==> src/rtl/uk_seq_if.sv <==
// PROM fetch port and symbol stream between the sequencer and its neighbours.
// The master side drives the PROM address and offers symbols. The slave side returns nibbles and sym_ready.
interface uk_seq_if #(
    parameter int ADR_W = 10
) ();
    logic [ADR_W-1:0] rom_adr;
    logic [3:0]       rom_data;
    logic             sym_valid;
    logic [1:0]       sym_data;
    logic             sym_ready;

    modport master (
        output rom_adr,
        input  rom_data,
        output sym_valid,
        output sym_data,
        input  sym_ready
    );

    modport slave (
        input  rom_adr,
        output rom_data,
        input  sym_valid,
        input  sym_data,
        output sym_ready
    );
endinterface

==> src/rtl/uk_seq.sv <==
// Nibble-code sequencer: fetches PROM nibbles (2 cycles each) and emits bit0/bit1/mark symbols.
// Opcode capture to sym_valid takes 1 cycle; the symbol is held in EMIT until sym_ready, so the sequencer stalls.
module uk_seq #(
    parameter int DELAY_UNIT = 16,
    parameter int ADR_W      = 10
) (
    input  logic             clk,
    input  logic             reset_n,
    input  logic             start,
    input  logic [ADR_W-1:0] start_adr,
    uk_seq_if.master         bus,
    output logic [3:0]       port_out,
    output logic             busy,
    output logic             done
);
    localparam int CNT_W = $clog2(255 * DELAY_UNIT + 1);

    typedef enum logic [2:0] {
        S_IDLE, S_ISSUE, S_READ, S_OP_ISSUE, S_OP_READ, S_EMIT, S_DELAY
    } state_t;

    state_t           state_q, state_d;
    logic [ADR_W-1:0] pc_q, pc_d;
    logic [3:0]       opc_q, opc_d;
    logic [1:0]       opn_q, opn_d;
    logic [3:0]       opa_q, opa_d;
    logic [3:0]       opb_q, opb_d;
    logic             sym_valid_q, sym_valid_d;
    logic [1:0]       sym_data_q, sym_data_d;
    logic [3:0]       port_q, port_d;
    logic             busy_q, busy_d;
    logic             done_q, done_d;
    logic [CNT_W-1:0] cnt_q, cnt_d;

    // Resolves false for X/Z nibbles in 4-state simulation and is constant-true in hardware,
    // so an undefined nibble can never be latched into state.
    logic             rd_known;
    logic [CNT_W-1:0] wait_cnt;

    assign rd_known = ((bus.rom_data ^ bus.rom_data) == 4'h0);
    assign wait_cnt = CNT_W'({opa_q, bus.rom_data}) * CNT_W'(DELAY_UNIT);

    always_comb begin
        state_d     = state_q;
        pc_d        = pc_q;
        opc_d       = opc_q;
        opn_d       = opn_q;
        opa_d       = opa_q;
        opb_d       = opb_q;
        sym_valid_d = sym_valid_q;
        sym_data_d  = sym_data_q;
        port_d      = port_q;
        busy_d      = busy_q;
        done_d      = 1'b0;
        cnt_d       = cnt_q;

        case (state_q)
            S_IDLE: begin
                // done_q marks the cycle END retires; a start there is still treated as busy
                if (start && !done_q) begin
                    pc_d    = start_adr;
                    busy_d  = 1'b1;
                    state_d = S_ISSUE;
                end
            end
            S_ISSUE:    state_d = S_READ;
            S_READ: begin
                pc_d    = pc_q + ADR_W'(1);
                state_d = S_ISSUE;
                opn_d   = 2'd0;
                if (rd_known) begin
                    opc_d = bus.rom_data;
                    case (bus.rom_data)
                        4'h1, 4'h8, 4'hB: state_d = S_OP_ISSUE;
                        4'h4: begin sym_valid_d = 1'b1; sym_data_d = 2'd2; state_d = S_EMIT; end
                        4'h5: begin sym_valid_d = 1'b1; sym_data_d = 2'd0; state_d = S_EMIT; end
                        4'h6: begin sym_valid_d = 1'b1; sym_data_d = 2'd1; state_d = S_EMIT; end
                        4'hE: begin
                            pc_d    = pc_q;
                            busy_d  = 1'b0;
                            done_d  = 1'b1;
                            state_d = S_IDLE;
                        end
                        default: ;
                    endcase
                end
            end
            S_OP_ISSUE: state_d = S_OP_READ;
            S_OP_READ: begin
                pc_d    = pc_q + ADR_W'(1);
                opn_d   = opn_q + 2'd1;
                state_d = S_OP_ISSUE;
                if (!rd_known) begin
                    state_d = S_ISSUE;
                end else begin
                    case (opc_q)
                        4'h1: begin
                            if (opn_q == 2'd0) begin
                                opa_d = bus.rom_data;
                            end else if (opn_q == 2'd1) begin
                                opb_d = bus.rom_data;
                            end else begin
                                pc_d    = ADR_W'({opa_q[1:0], opb_q, bus.rom_data});
                                state_d = S_ISSUE;
                            end
                        end
                        4'h8: begin
                            if (opn_q == 2'd0) begin
                                opa_d = bus.rom_data;
                            end else begin
                                cnt_d   = wait_cnt;
                                state_d = (wait_cnt == '0) ? S_ISSUE : S_DELAY;
                            end
                        end
                        4'hB: begin
                            port_d  = bus.rom_data;
                            state_d = S_ISSUE;
                        end
                        default: state_d = S_ISSUE;
                    endcase
                end
            end
            S_EMIT: begin
                if (bus.sym_ready) begin
                    sym_valid_d = 1'b0;
                    state_d     = S_ISSUE;
                end
            end
            S_DELAY: begin
                cnt_d = cnt_q - CNT_W'(1);
                if (cnt_q == CNT_W'(1)) begin
                    state_d = S_ISSUE;
                end
            end
            default: state_d = S_IDLE;
        endcase
    end

    always_ff @(posedge clk or negedge reset_n) begin
        if (!reset_n) begin
            state_q     <= S_IDLE;
            pc_q        <= '0;
            opc_q       <= 4'h0;
            opn_q       <= 2'd0;
            opa_q       <= 4'h0;
            opb_q       <= 4'h0;
            sym_valid_q <= 1'b0;
            sym_data_q  <= 2'd0;
            port_q      <= 4'h0;
            busy_q      <= 1'b0;
            done_q      <= 1'b0;
            cnt_q       <= '0;
        end else begin
            state_q     <= state_d;
            pc_q        <= pc_d;
            opc_q       <= opc_d;
            opn_q       <= opn_d;
            opa_q       <= opa_d;
            opb_q       <= opb_d;
            sym_valid_q <= sym_valid_d;
            sym_data_q  <= sym_data_d;
            port_q      <= port_d;
            busy_q      <= busy_d;
            done_q      <= done_d;
            cnt_q       <= cnt_d;
        end
    end

    assign bus.rom_adr   = pc_q;
    assign bus.sym_valid = sym_valid_q;
    assign bus.sym_data  = sym_data_q;
    assign port_out      = port_q;
    assign busy          = busy_q;
    assign done          = done_q;
endmodule

==> src/flat_wrapper.sv <==
// flat-port wrapper written by rule: the top's interface ports become plain ports
module uk_seq_flat 
#(
    parameter int DELAY_UNIT = 16,
    parameter int ADR_W      = 10
)
  (clk, reset_n, start, start_adr, port_out, busy, done, bus_rom_adr, bus_rom_data, bus_sym_valid, bus_sym_data, bus_sym_ready);
  uk_seq_if #(.ADR_W(ADR_W)) bus_i ();
  input  logic clk;
  input  logic reset_n;
  input  logic start;
  input  logic [ADR_W-1:0] start_adr;
  output logic [3:0] port_out;
  output logic busy;
  output logic done;
  output wire logic [$bits(bus_i.rom_adr)-1:0] bus_rom_adr;
  input wire logic [$bits(bus_i.rom_data)-1:0] bus_rom_data;
  output wire logic [$bits(bus_i.sym_valid)-1:0] bus_sym_valid;
  output wire logic [$bits(bus_i.sym_data)-1:0] bus_sym_data;
  input wire logic [$bits(bus_i.sym_ready)-1:0] bus_sym_ready;
  assign bus_rom_adr = bus_i.rom_adr;
  assign bus_i.rom_data = bus_rom_data;
  assign bus_sym_valid = bus_i.sym_valid;
  assign bus_sym_data = bus_i.sym_data;
  assign bus_i.sym_ready = bus_sym_ready;
  uk_seq #(.DELAY_UNIT(DELAY_UNIT), .ADR_W(ADR_W)) u_core (.clk(clk), .reset_n(reset_n), .start(start), .start_adr(start_adr), .bus(bus_i), .port_out(port_out), .busy(busy), .done(done));
endmodule
==> config.mk <==
export PLATFORM = sky130hd
export DESIGN_NAME = uk_seq_flat
export DESIGN_NICKNAME = d
export VERILOG_FILES = /design/src/rtl/uk_seq_if.sv /design/src/rtl/uk_seq.sv /design/src/flat_wrapper.sv
export SDC_FILE = /design/constraint.sdc
export NUM_CORES = 1
export LEC_CHECK = 0
export CAP_MARGIN = 20
export CORE_MARGIN = 2
export CORE_UTILIZATION = 50
export DETAILED_ROUTE_END_ITERATION = 10
export DONT_BUFFER_PORTS = 1
export PLACE_DENSITY = 0.72
export SETUP_SLACK_MARGIN = 0.05
export SYNTH_ARGS = -nofsm -noshare
export SYNTH_HDL_FRONTEND = slang
export SYNTH_SLANG_ARGS = --single-unit
==> constraint.sdc <==
create_clock -name clk -period 2 [get_ports clk]
set_input_delay 0.4 -clock clk [delete_from_list [all_inputs] [get_ports clk]]
set_output_delay 0.4 -clock clk [all_outputs]
set_load 0.01 [all_outputs]
# [After elaboration in Yosys (flattened, before gate mapping)]
# Cells that the tools add are included.
[totals] regBits=48 in_bits=18 elab_cells=107
[classes] n_addsub=3 n_eq_ne=28 n_mux=37 bitwise_logic=2 n_reduce_logical=25
[op_table] operator="$mux 10" n=7
[op_table] operator="$mux 12" n=3
[op_table] operator="$pmux 10 s3" n=1
[op_table] operator="$mux 3" n=8
[op_table] operator="$pmux 12 s2" n=1
[op_table] operator="$pmux 3 s7" n=1
[op_table] operator="$eq 4x4->1 const B" n=5
[op_table] operator="$reduce_and 4->1" n=4
[op_table] operator="$eq 12x1->1 const B" n=1
[op_table] operator="$eq 4x3->1 const B" n=3
[op_table] operator="$logic_not 12->1" n=1
[op_table] operator="$ne 2x1->1 const B" n=6
[op_table] operator="$reduce_and 3->1" n=4
[op_table] operator="$sub 12x1->12 const B" n=1
[op_table] operator="$add 10x1->10 const B" n=1
[op_table] operator="$eq 3x3->1 const B" n=3
[op_table] operator="$mux 1" n=9
[op_table] operator="$pmux 3 s3" n=1
[op_table] operator="$eq 4x1->1 const B" n=2
[op_table] operator="$reduce_bool 2->1" n=4
[op_table] operator="$eq 3x2->1 const B" n=2
[op_table] operator="$ne 2x2->1 const B" n=3
[op_table] operator="$pmux 2 s3" n=1
[op_table] operator="$pmux 3 s2" n=1
[op_table] operator="other kinds (19)" n=22

# [Depth between registers and ports, before layout]
[depth] ltp_word=6 depth_mapped=8 depth_no_buf=7

# [Worst setup path before layout]
# Ideal clock, no wire load.
[synth_path] path_kind="register -> register" from="reg u_core.opc_q[2]" to="reg u_core.pc_q[3], in the netlist u_core.bus.rom_adr[3]" t_arrival_ps=1872 setup_slack_ps=-3 path_stages_with_launch=6 path_buffers=0 synth_period_minus_slack_ps=2003 path_cell_list="dfrtp_1 -> or4b_4 -> nor2_4 -> mux2_2 -> a221oi_1 -> o21ai_1"
[synth_between] elab_chain_cells=4
[synth_rtl] item="start: declaration" line_no="uk_seq.sv:24" text="logic [3:0] opc_q, opc_d;"
[synth_rtl] item="start signal: assignment" line_no="uk_seq.sv:156" text="opc_q <= opc_d;"
[synth_rtl] item="$eq 4x1->1" line_no="uk_seq.sv:96" text="case (opc_q)"
[synth_rtl] item="$mux 10" line_no="uk_seq.sv:96"
[synth_rtl] item="$mux 10" line_no="uk_seq.sv:93" text="if (!rd_known) begin"
[synth_rtl] item="$pmux 10 s3" line_no="uk_seq.sv:57" text="case (state_q)"
[synth_rtl] item="end signal: assignment" line_no="uk_seq.sv:155" text="pc_q <= pc_d;"
[synth_rtl] item="end: declaration" line_no="uk_seq.sv:23" text="logic [ADR_W-1:0] pc_q, pc_d;"
# No other way between the ends.
# A chain may end at the register's enable or synchronous reset.

# [Worst setup path after layout]
[layout_path] from="reg u_core.opc_q[1]" to="reg u_core.pc_q[2], in the netlist u_core.bus.rom_adr[2]"
# The elaborated chain is that of the path after synthesis.

==> metrics.csv <==
stage,metric,value,unit
outcome,status,"complete, no violations",
floorplanning,die_w,78.7,um
floorplanning,die_area,0.00619,sq mm
sta,slew_viol_final,0,
critical_path,worstSetupEndpointType,flip-flop,
clock_tree,clk_pin_slew,0.09,ns
floorplanning,pin_count,37,
clock_tree,cts_root_buf,clkbuf_8,
sta,tightest_slew,0.612,ns
flow_run,maxCapViolCount,0,
clock_tree,cts-buffers-inserted,5,
yosys,ys_ff_latch,48,
yosys,syn_inst,298,
pwr,finalPower,1.75,mW
detailed_routing,wire_per_inst,17.8,um
yosys,avgSynthCellArea,9.35,sq um
min_path,worstHoldPathType,input pin to flip-flop,
yosys,yosysTopAreaCell,dfrtp_1,
critical_path,crit_fanout,5,
placed_design,hpwl,5.10,mm
detailed_routing,first_pass_iters,4,
sta,final.setup.tns,0,ns
grt,grt_first_pass_wirelength,11.9,mm
grt,antenna_found_initial,0,
floorplanning,rows,27,
sta,period_needed,1.97,ns
yosys,yosysTopAreaCellShare,0.431,
critical_path,cp.required,2.20,ns
cells_and_area,syn2layout_area_growth,17.8,%
grt,grtUsageTotal,0.243,
detailed_routing,drt-total-wl,7.12,mm
clock_tree,cts_tree,done,
sta,final-setup-viol-count,0,
sta,max_freq,0.508,GHz
yosys,ys_seq_area_frac,0.431,
sta,slew_headroom,0.589,
yosys,ys_warn_count,0,
sta,clock_skew,0.00629,ns
critical_path,startpoint_type,flip-flop,
grt,grt_pass1_vias,2343,
detailed_routing,first_iter_violations,164,
yosys,synth.area.top_cells,"dfrtp_1 (43%), mux2_2 (5.3%), nand2_1 (5.0%)",
critical_path,path_class,flip-flop to flip-flop,
floorplanning,coreArea,0.00544,sq mm
clock_tree,clockBufferDepth,2,
clock_tree,clk_latency,0.30,ns
pwr,powerDensity,532,mW/mm^2
yosys,async_flop_share,1.00,
detailed_routing,antenna_left,0,
cells_and_area,finalNetCount,352,
placed_design,gp_congestion,0.879,
sta,post-route-period-util,0.985,
floorplanning,die_h,78.7,um
pwr,vdd_ir_drop_max,0.321,mV
yosys,synth_common_cells,"dfrtp_1 (48), nand2_1 (37), o21ai_0 (22)",
pwr,power_leakage,1.37,nW
detailed_routing,vias_per_cell,6.02,
grt,grt_max_degree,49,
yosys,syn_nets,322,
yosys,synth_edf_count,0,
clock_tree,htreeDepth,2,
sta,rsz0062_at_grt,yes,
clock_tree,cts_sinks,48,
placed_design,io_buffers,0,
cells_and_area,antenna_cells,0,
cells_and_area,drive_above_1_share,0.225,
yosys,synth.most_common_cell,dfrtp_1,
yosys,ys.flop_type,dfrtp_1,
critical_path,cp.arrival,2.17,ns
sta,hold_viol,0,
floorplanning,initial_core_util,0.512,
yosys,synth.cell_area,0.00279,sq mm
grt,grt_overflow_total,0,
yosys,yosysUniqueCellTypes,57,
detailed_routing,drc,0,
detailed_routing,vias,2416,
-- report_power, final --
group	total (mW)	leakage (nW)	switching (mW)	internal [mW]
Combinational	0.0570	0.746	0.0312	0.0258
Clock	0.706	0.0541	0.335	0.370
Sequential	0.985	0.574	0.00701	0.978
Total	1.75	1.37	0.374	1.37
-- final timing paths --
path | cells after the start | slack [ns] | start | end
worst max-delay path | 7 | 0.03 | u_core.opc_q[1]$_DFFE_PN0P_ | u_core.bus.rom_adr[2]$_DFFE_PN0P_
max in group asynchronous | 2 | 1.19 | reset_n | u_core.bus.rom_adr[5]$_DFFE_PN0P_
min in group asynchronous | 2 | 0.60 | reset_n | u_core.bus.sym_data[1]$_DFFE_PN0P_
worst min register to register | 1 | 0.51 | u_core.cnt_q[11]$_DFFE_PN0P_ | u_core.cnt_q[11]$_DFFE_PN0P_
worst min-delay path | 1 | 0.18 | bus_rom_data[0] | u_core.bus.sym_data[1]$_DFFE_PN0P_
worst max register to register | 7 | 0.03 | u_core.opc_q[1]$_DFFE_PN0P_ | u_core.bus.rom_adr[2]$_DFFE_PN0P_
-- flip-flops by register name, summed over array words and instances, names as in the netlist, 2 cells and up --
signal and count:
u_core.bus.rom_adr 10, u_core.bus.sym_data 2, u_core.cnt_q 12, u_core.opa_q 4, u_core.opb_q 4, u_core.opc_q 4, u_core.opn_q 2, u_core.port_out 4
u_core.state_q 3
-- critical path, stage by stage (launching register included) --
cell and delay, ns:
dfrtp_1 0.38, or4b_4 0.58, buf_6 0.15, nor2_4 0.10, buf_4 0.15, mux2i_1 0.17
o21ai_0 0.10, a22o_1 0.24
-- metal layers --
| layer | GRT usage | part of all wire |
|---|---|---|
| met1 | 0.335 | 0.46 |
| met2 | 0.374 | 0.46 |
| met3 | 0.0667 | 0.067 |
| met4 | 0.0754 | 0.013 |
| met5 | 0 | 0 |
-- cells by family after synthesis --
| logic type | share of synthesized area |
|---|---|
| and+or+nand+nor | 0.226 |
| AOI/OAI and AO/OA | 0.216 |
| DFF | 0.431 |
| buffers and inverters | 0.0341 |
| muxes | 0.0561 |
| adders and majority gates | 0.0269 |
| xor gates and xnor gates | 0.00943 |
-- timing repair --
| action | in CTS | in global routing |
|---|---|---|
| setup endpoints to repair | 3 | 13 |
| hold buffers | 2 | 0 |
| buffers inserted | 2 | 3 |
| hold endpoints to repair | 48 | 0 |
| pin swaps | 3 | 8 |
| resized for setup | 2 | 10 |
-- through the flow --
| step | instances | hold WS, ns | setup slack, ns | cell area [sq um] | util |
|---|---|---|---|---|---|
| 2_1_floorplan | 298 | 0.104 | 0.0579 | 2800 | - |
| 3_3_place_gp | 386 | 0.106 | 0.0566 | 3050 | 0.561 |
| 3_5_place_dp | 386 | 0.106 | 0.0327 | 3050 | 0.561 |
| 4_1_cts | 398 | 0.176 | 0.0412 | 3220 | 0.592 |
| 5_1_grt | 401 | 0.176 | -0.0268 | 3280 | 0.604 |
| 6_report | 401 | 0.179 | 0.0297 | 3280 | 0.604 |
-- cells in the final DEF, fill, tap and decap left out, types with 3 or more instances in the layout --
master,netlist,final
nand3_1,13,13
o31a_1,5,5
nor2b_1,5,5
a21oi_1,13,11
a22oi_1,3,3
dfrtp_1,48,48
nand2_1,37,37
xnor2_1,3,3
o21ai_0,22,21
mux2_2,13,12
ha_1,6,6
a22o_1,3,3
clkbuf_8,0,5
nor4_1,4,4
nor2_1,18,17
nor3_1,12,11
inv_1,9,8
or3_1,4,4
buf_4,0,32
a32oi_1,7,7
o21ai_1,8,9
o22a_1,3,3
and2_1,4,4
nand4b_1,3,3
nand3b_1,3,3
-- layout make-up --
type,instances,area (sq um)
Inverter,9,33.8
Clock buffer,5,68.8
Fill cell,460,2160
Timing Repair Buffer,37,320
Sequential cell,48,1200
Multi-Input combinational cell,227,1530
Tap cell,72,90.1
Clock inverter,3,42.5
Power figures use the tool's default switching activity.
